<file path="src/rtl/dmem_arb_pkg.sv">
// Shared types and helpers for the data-memory arbiter.
//   state_t : arbiter sequencer states
//   PORT0/1 : requester identifiers (also the encoding of last_grant)
//   addr_ok : word-alignment and full-width range check against the memory depth
package dmem_arb_pkg;

  typedef enum logic [1:0] {
    IDLE   = 2'd0,
    ACCESS = 2'd1,
    RESP   = 2'd2
  } state_t;

  localparam logic PORT0 = 1'b0;
  localparam logic PORT1 = 1'b1;

  // A word access is legal when it is 4-byte aligned and all four bytes fit.
  // Compared at 64 bits so a top-of-range address can never wrap into range.
  function automatic logic addr_ok(input logic [63:0] addr, input logic [63:0] mem_bytes);
    addr_ok = (addr[1:0] == 2'b00) && (mem_bytes >= 64'd4) && (addr <= mem_bytes - 64'd4);
  endfunction

endpackage

</file>
<file path="src/rtl/rr_pick2.sv">
// Two-way round-robin pick.
//   req0, req1  : pending requests
//   last_grant  : port granted most recently
//   valid       : at least one request pending
//   winner      : selected port (the one not granted last when both request)
module rr_pick2
  import dmem_arb_pkg::*;
(
  input  logic req0,
  input  logic req1,
  input  logic last_grant,
  output logic valid,
  output logic winner
);

  assign valid  = req0 | req1;
  assign winner = (req0 && req1) ? ~last_grant : (req1 ? PORT1 : PORT0);

endmodule

</file>
<file path="src/rtl/dmem_arbiter.sv">
// Round-robin arbiter and access sequencer for the shared byte-addressed data
// memory. Serialises a CPU port (0) and a debug/DMA port (1) onto a single
// memread/memwrite interface, checking each access for alignment and range.
//   clk, rst                          : clock, async active-high reset
//   req/we/addr/wdata0,1              : requester inputs, held until ack
//   ack0/1, err0/1                    : one-cycle completion pulse and error flag
//   rdata                             : load data, valid only with an ack
//   mem_addr/mem_wdata/mem_read/
//   mem_write/mem_rdata               : memory side
//
// state  | meaning
// IDLE   | sample requests, pick winner, latch op, range check
// ACCESS | strobe memory for one full cycle from latched op
// RESP   | pulse ack/err of winner, present load data
module dmem_arbiter
  import dmem_arb_pkg::*;
#(
  parameter int MEM_BYTES = 129,
  parameter int ADDR_W    = 32,
  parameter int DATA_W    = 32
) (
  input  logic              clk,
  input  logic              rst,
  input  logic              req0,
  input  logic              we0,
  input  logic [ADDR_W-1:0] addr0,
  input  logic [DATA_W-1:0] wdata0,
  output logic              ack0,
  output logic              err0,
  input  logic              req1,
  input  logic              we1,
  input  logic [ADDR_W-1:0] addr1,
  input  logic [DATA_W-1:0] wdata1,
  output logic              ack1,
  output logic              err1,
  output logic [DATA_W-1:0] rdata,
  output logic [ADDR_W-1:0] mem_addr,
  output logic [DATA_W-1:0] mem_wdata,
  output logic              mem_read,
  output logic              mem_write,
  input  logic [DATA_W-1:0] mem_rdata
);

  state_t              state;
  logic                last_grant;
  logic                op_id;
  logic                op_we;
  logic [ADDR_W-1:0]   op_addr;
  logic [DATA_W-1:0]   op_wdata;
  logic                bad;
  logic                rd_ok;

  logic                pick_valid;
  logic                pick_winner;
  logic                sel_we;
  logic [ADDR_W-1:0]   sel_addr;
  logic [DATA_W-1:0]   sel_wdata;
  logic                sel_ok;

  rr_pick2 u_pick (
    .req0       (req0),
    .req1       (req1),
    .last_grant (last_grant),
    .valid      (pick_valid),
    .winner     (pick_winner)
  );

  always_comb begin
    sel_we    = (pick_winner == PORT1) ? we1    : we0;
    sel_addr  = (pick_winner == PORT1) ? addr1  : addr0;
    sel_wdata = (pick_winner == PORT1) ? wdata1 : wdata0;
    sel_ok    = addr_ok(64'(sel_addr), 64'(MEM_BYTES));
  end

  // Address/data come straight from the latched op so they are stable for the
  // whole ACCESS cycle and zero otherwise.
  assign mem_addr  = (state == ACCESS) ? op_addr  : '0;
  assign mem_wdata = (state == ACCESS) ? op_wdata : '0;

  // The memory registers read data on the edge that closes ACCESS, so in RESP
  // the load result is only available combinationally from mem_rdata.
  assign rdata = rd_ok ? mem_rdata : '0;

  always_ff @(posedge clk or posedge rst) begin
    if (rst) begin
      state      <= IDLE;
      last_grant <= PORT1;
      op_id      <= PORT0;
      op_we      <= 1'b0;
      op_addr    <= '0;
      op_wdata   <= '0;
      bad        <= 1'b0;
      rd_ok      <= 1'b0;
      mem_read   <= 1'b0;
      mem_write  <= 1'b0;
      ack0       <= 1'b0;
      ack1       <= 1'b0;
      err0       <= 1'b0;
      err1       <= 1'b0;
    end else begin
      ack0  <= 1'b0;
      ack1  <= 1'b0;
      err0  <= 1'b0;
      err1  <= 1'b0;
      rd_ok <= 1'b0;
      case (state)
        IDLE: begin
          if (pick_valid) begin
            op_id      <= pick_winner;
            op_we      <= sel_we;
            op_addr    <= sel_addr;
            op_wdata   <= sel_wdata;
            last_grant <= pick_winner;
            if (!sel_ok) begin
              // Rejected accesses skip the memory entirely and ack next cycle.
              bad   <= 1'b1;
              ack0  <= (pick_winner == PORT0);
              ack1  <= (pick_winner == PORT1);
              err0  <= (pick_winner == PORT0);
              err1  <= (pick_winner == PORT1);
              state <= RESP;
            end else begin
              bad       <= 1'b0;
              mem_read  <= ~sel_we;
              mem_write <= sel_we;
              state     <= ACCESS;
            end
          end
        end
        ACCESS: begin
          mem_read  <= 1'b0;
          mem_write <= 1'b0;
          ack0      <= (op_id == PORT0);
          ack1      <= (op_id == PORT1);
          err0      <= bad && (op_id == PORT0);
          err1      <= bad && (op_id == PORT1);
          rd_ok     <= ~op_we && ~bad;
          state     <= RESP;
        end
        RESP: begin
          state <= IDLE;
        end
        default: begin
          mem_read  <= 1'b0;
          mem_write <= 1'b0;
          state     <= IDLE;
        end
      endcase
    end
  end

endmodule

</file>
<file path="config.mk">
export PLATFORM = sky130hd
export DESIGN_NAME = dmem_arbiter
export DESIGN_NICKNAME = d
export VERILOG_FILES = /design/src/rtl/dmem_arb_pkg.sv /design/src/rtl/rr_pick2.sv /design/src/rtl/dmem_arbiter.sv
export SDC_FILE = /design/constraint.sdc
export NUM_CORES = 1
export LEC_CHECK = 0
export CAP_MARGIN = 20
export CORE_MARGIN = 5
export CORE_UTILIZATION = 34
export CTS_CLUSTER_DIAMETER = 150
export CTS_CLUSTER_SIZE = 25
export DETAILED_ROUTE_END_ITERATION = 8
export PLACE_DENSITY_LB_ADDON = 0.12
export SLEW_MARGIN = 20
export SYNTH_ARGS = -nofsm -noshare
export SYNTH_HDL_FRONTEND = slang
export SYNTH_SLANG_ARGS = --single-unit
</file>
<file path="constraint.sdc">
create_clock -name clk -period 7.6 [get_ports clk]
set_input_delay 1.52 -clock clk [delete_from_list [all_inputs] [get_ports clk]]
set_output_delay 1.52 -clock clk [all_outputs]
set_load 0.03 [all_outputs]
</file>
==> flow_summary.toml, run 1 <==
[power]
swShare = 0.266
pwr-share-clk = 0.374
power_density_nw_per_um2 = 176
p_sw_mw = 0.339
internal-power_mw = 0.936
peakVddDrop_v = 0.000119
power_frac_seq = 0.415
p_comb_frac = 0.210
p_leak_nw = 2.96

[placement]
placedCellCount = 897
place_hpwl_um = 11900
portBuffers = 267
gp_congestion = 0.869

[setup_path]
cp.required_ps = 6080
cp_slowest_cell = "clkdlybuf4s50_1"
crit_chain = "nor2b_4 -> buf_4 -> and2_1 -> clkdlybuf4s50_1"
end_kind = "output port"
cp-start-kind = "flop"
slowest_delay_ps = 690
cp.arrival_ps = 2860
crit_fanout = 36
path_class = "flop to output port"

[routing]
wl_per_cell_um = 17.1
antenna_left = 0
drt_iter0_drc = 200
wirelength_um = 15700
dr.pass1.iters = 6
drc = 0
viasPerCell = 5.02
dr_total_vias = 4593

[timing]
tightest_slew_ps = 896
rsz0062_at_grt = "no"
skew_ps = 3.77
min_period_ps = 4380
finalSetupViolations = 0
timing.fmax_ghz = 0.228
hold_viol_final = 0
drv_slew = 0
maxSlewHeadroom = 0.402
tns_ps = 0
fin_crit_sh = 0.577

[cts]
clock_sinks = 77
post_cts.repair.setup_buffers = 0
ctsResizeCount = 0
cts_inserted_buffers = 9
cts_root_buf = "clkbuf_16"
cts_tree = "done"
cts_hold_buf = 0
clkTransAtPathRegs_ps = 60
clk_path_buf_depth = 2
h-tree-depth = 3
clock_latency_ps = 330

[yosys]
seq_area_frac_synth = 0.462
yosysTopAreaCell = "dfrtp_1"
yosys-top-cells-area = "dfrtp_1, and2_1, nand2_1"
syn_avg_cell_area_um2 = 8.08
syn_nets = 683
ys_ff_latch = 77
yosysTopAreaCellShare = 0.455
yosys.cell_types.count = 34
syn_inst = 517
netlist_area_um2 = 4180
yosysWarningCount = 0

[global_routing]
grt_pass1_vias = 4644
overflow = 0
grt_max_degree = 87
grt_usage = 0.209
antenna_found_initial = 2
grt_first_pass_wirelength_um = 23800

[floorplan]
start_util = 0.348
core_area_um2 = 12000
fp.dieW_um = 121
die-area_um2 = 14600
rows = 40
ios = 268
fp.dieH_um = 121

[status]
outcome = "completed"

[layout]
instances_no_fill = 915
area_growth_pct = 74.0
fin_nets = 927
largestRegisters = "op_addr x32, op_wdata x32, state x2"
post_route_cells_drive_above_1_share = 0.0431

[flow_run]
max_cap_viol_count = 0

[min_path]
hp-class = "flop to flop"
[synth_stat cells, drive strengths merged]
| cell | count |
|---|---|
| o21bai | 1 |
| nand3 | 8 |
| dfstp | 1 |
| or2 | 2 |
| nor4 | 12 |
| nand4 | 2 |
| a22o | 1 |
| and2 | 96 |
| o21ai | 1 |
| nand2b | 1 |
| a22oi | 5 |
| buf | 18 |
| nand2 | 128 |
| a31oi | 60 |
| nor2b | 1 |
| a32o | 2 |
| nor3b | 1 |
| nor2 | 63 |
| clkbuf | 21 |
| a31o | 1 |
| a21boi | 1 |
| a21bo | 2 |
| nor3 | 4 |
| a21o | 2 |
| inv | 1 |
| dfrtp | 76 |
| o22ai | 1 |
| a21oi | 4 |
| mux2i | 1 |
[kinds of logic (layout without fill, tap and decap cells)]
logic type      after synthesis  count (layout)  share of synthesized area
simple gates                318             318                      0.362
other cells                   0               2                          0
flops                        77              77                      0.462
buf+inv                      40             289                     0.0420
compound gates               81              81                      0.132
mux                           1               1                    0.00240
[final timing paths]
path,from,endpoint,slack [ps],cells past startpoint
setup reg to reg,state[1],op_addr[12],4970,5
max in group asynchronous,rst,op_wdata[10],5410,3
hold / removal,op_we,rd_ok,430,1
hold reg to reg,op_we,rd_ok,430,1
setup / recovery,state[0],mem_addr[7],3220,4
min in group asynchronous,rst,op_wdata[20],1700,3
[power by group through the flow]
stage	clock [mW]	sequential [mW]	combinational, mW
2_1_floorplan	0	0.529	0.143
3_3_place_gp	0	0.533	0.264
3_5_place_dp	0	0.537	0.271
4_1_cts	0.486	0.530	0.272
5_1_grt	0.506	0.539	0.300
6_report	0.477	0.530	0.268
[per-layer routing]
| layer | global-route usage | share of wire | vias to the layer above |
|---|---|---|---|
| li1 | - | - | 2215 |
| met1 | 0.213 | 0.36 | 2124 |
| met2 | 0.380 | 0.51 | 218 |
| met3 | 0.0669 | 0.094 | 36 |
| met4 | 0.108 | 0.036 | 0 |
| met5 | 0 | 0 | - |
[stage by stage]
step	total power [mW]	setup WS, ps	cell area [µm²]	utilization	hold slack [ps]
global route	1.35	3040	7260	0.605	462
finish	1.28	3220	7260	0.605	434
detailed placement	0.808	3230	6920	0.576	427
CTS	1.29	3170	7250	0.604	435
global placement	0.797	3230	6920	0.576	423
floorplan	0.672	4110	4180	-	410
[cell type report]
class	instances	area, µm²
timing repair buffer	272	2710
tap	147	184
clock buffer	11	253
clock inverter	5	82.6
fill	1066	4750
multi-input combinational	400	2090
inverter	1	5.00
antenna	2	5.00
sequential	77	1930
[worst max-delay path, delay by kind of cell (launching register included)]
| family | cells | cell delay (ps) |
|---|---|---|
| flops | 1 | 520 |
| simple gates | 2 | 870 |
| buf+inv | 2 | 1130 |
[cell usage in the layout (no fill, tap or decap), types with 2 or more instances in the layout]
| master | instances |
|---|---|
| buf_4 | 4 |
| nor3_1 | 3 |
| clkinvlp_4 | 3 |
| a21oi_1 | 4 |
| clkbuf_16 | 9 |
| a21bo_2 | 2 |
| nand3_1 | 8 |
| clkdlybuf4s50_1 | 267 |
| a32o_1 | 2 |
| nand4_1 | 2 |
| diode_2 | 2 |
| a22oi_1 | 5 |
| and2_1 | 96 |
| a21o_1 | 2 |
| dfrtp_1 | 76 |
| bufinv_16 | 2 |
| a31oi_1 | 60 |
| nor2_1 | 62 |
| nor4_1 | 12 |
| nand2_1 | 127 |
| clkbuf_8 | 2 |
No activity file was read; power rests on OpenSTA's default activity.
==> run 2, diff against run 1 <==
==> constraint.sdc (replaced) <==
create_clock -name clk -period 4.4 [get_ports clk]
set_input_delay 0.88 -clock clk [delete_from_list [all_inputs] [get_ports clk]]
set_output_delay 0.88 -clock clk [all_outputs]
set_load 0.03 [all_outputs]
==> flow_summary.toml, run 2 (same netlist as run 1, synthesis figures left out) <==
[routing]
viasPerCell = 5.00
antenna_left = 0
dr.pass1.iters = 4
dr_total_vias = 4577
drt_iter0_drc = 250
wl_per_cell_um = 17.1
drc = 0
wirelength_um = 15600

[timing]
fin_crit_sh = 0.801
tightest_slew_ps = 772
timing.fmax_ghz = 0.284
rsz0062_at_grt = "no"
tns_ps = 0
min_period_ps = 3530
drv_slew = 0
hold_viol_final = 0
maxSlewHeadroom = 0.484
finalSetupViolations = 0
skew_ps = 6.34

[layout]
instances_no_fill = 915
final_common_cell = "clkdlybuf4s50_1"
design_area_um2 = 7210
most-common-layout-cells = "clkdlybuf4s50_1, nand2_1, and2_1, dfrtp_1, nor2_1"
fin_nets = 928
post_route_cells_drive_above_1_share = 0.0443
area_growth_pct = 72.6
largestRegisters = "op_addr x32, op_wdata x32, state x2"
utilization = 0.600

[global_routing]
antenna_found_initial = 1
grt_first_pass_wirelength_um = 24000
grt_max_degree = 83
grt_pass1_vias = 4571
overflow = 0
grt_usage = 0.210

[setup_path]
reg2reg_from = "last_grant"
cp-start-kind = "flop"
end_kind = "output port"
path_class = "flop to output port"
cp_slowest_cell = "clkdlybuf4s50_1"
crit_chain = "nor2b_4 -> buf_4 -> and2_1 -> clkdlybuf4s50_1"
crit_fanout = 36
slowest_delay_ps = 680
cp.required_ps = 3520
startpoint = "state[0]"
cp.arrival_ps = 2650

[flow_run]
max_cap_viol_count = 0

[floorplan]
start_util = 0.348
fp.dieH_um = 121
die-area_um2 = 14600
core_area_um2 = 12000
rows = 40
ios = 268
fp.dieW_um = 121

[power]
peakVddDrop_v = 0.000219
p_sw_mw = 0.587
finalPower_mw = 2.07
swShare = 0.283
internal-power_mw = 1.49
power_frac_seq = 0.449
p_leak_nw = 2.94
pwr-share-clk = 0.328
power_density_nw_per_um2 = 288
p_comb_frac = 0.223

[min_path]
hp-class = "flop to flop"
hold_start = "op_we"

[cts]
post_cts.repair.setup_buffers = 0
cts_hold_buf = 0
clk_path_buf_depth = 2
h-tree-depth = 3
clkTransAtPathRegs_ps = 60
cts_inserted_buffers = 9
clock_sinks = 77
cts_tree = "done"
clock_latency_ps = 330
cts_root_buf = "clkbuf_16"
ctsResizeCount = 0

[placement]
place_hpwl_um = 12300
placed_area_um2 = 6930
gp_congestion = 0.870
portBuffers = 267
placedCellCount = 898

[status]
outcome = "completed"
run 2: path summary, 6_finish.rpt:
kind / to / slack (ps) / cells after the start
max: mem_wdata[9] / 870 / 4
min: rd_ok / 440 / 1
max reg2reg: mem_write / 2170 / 5
min reg2reg: rd_ok / 440 / 1
max in group asynchronous: rd_ok / 2500 / 3
min in group asynchronous: op_wdata[13] / 910 / 2
run 2: cell type report:
class	instances	area, µm²
antenna	1	2.50
clock buffer	10	239
clock inverter	6	38.8
fill	1091	4800
inverter	1	5.00
multi-input combinational	400	2090
sequential	77	1930
tap	147	184
timing repair buffer	273	2720
run 2: metal layers:
metal  part of all wire  vias to the layer above  global-route usage
met5                  0                        -                   0
met4              0.031                        0              0.0814
met3              0.088                       27              0.0603
met2               0.52                      223               0.385
met1               0.36                     2111               0.226
li1                   -                     2216                   -
run 2: critical path: cells and delay by family (launching register included):
family / cells / cell delay [ps]
buffers and inverters: 2 / 1060
and+or+nand+nor: 2 / 770
DFF: 1 / 480
run 2: power groups by stage:
stage | registers (mW) | clock network (mW) | logic (mW)
finish | 0.930 | 0.681 | 0.463
CTS | 0.930 | 0.694 | 0.469
global placement | 0.939 | 0 | 0.457
detailed placement | 0.942 | 0 | 0.467
floorplan | 0.914 | 0 | 0.247
global route | 0.943 | 0.725 | 0.519
run 2: metrics by stage:
stage	hold slack, ps	setup slack, ps
floorplan	410	1550
global placement	430	1220
detailed placement	430	1140
CTS	437	795
global route	467	651
finish	441	874
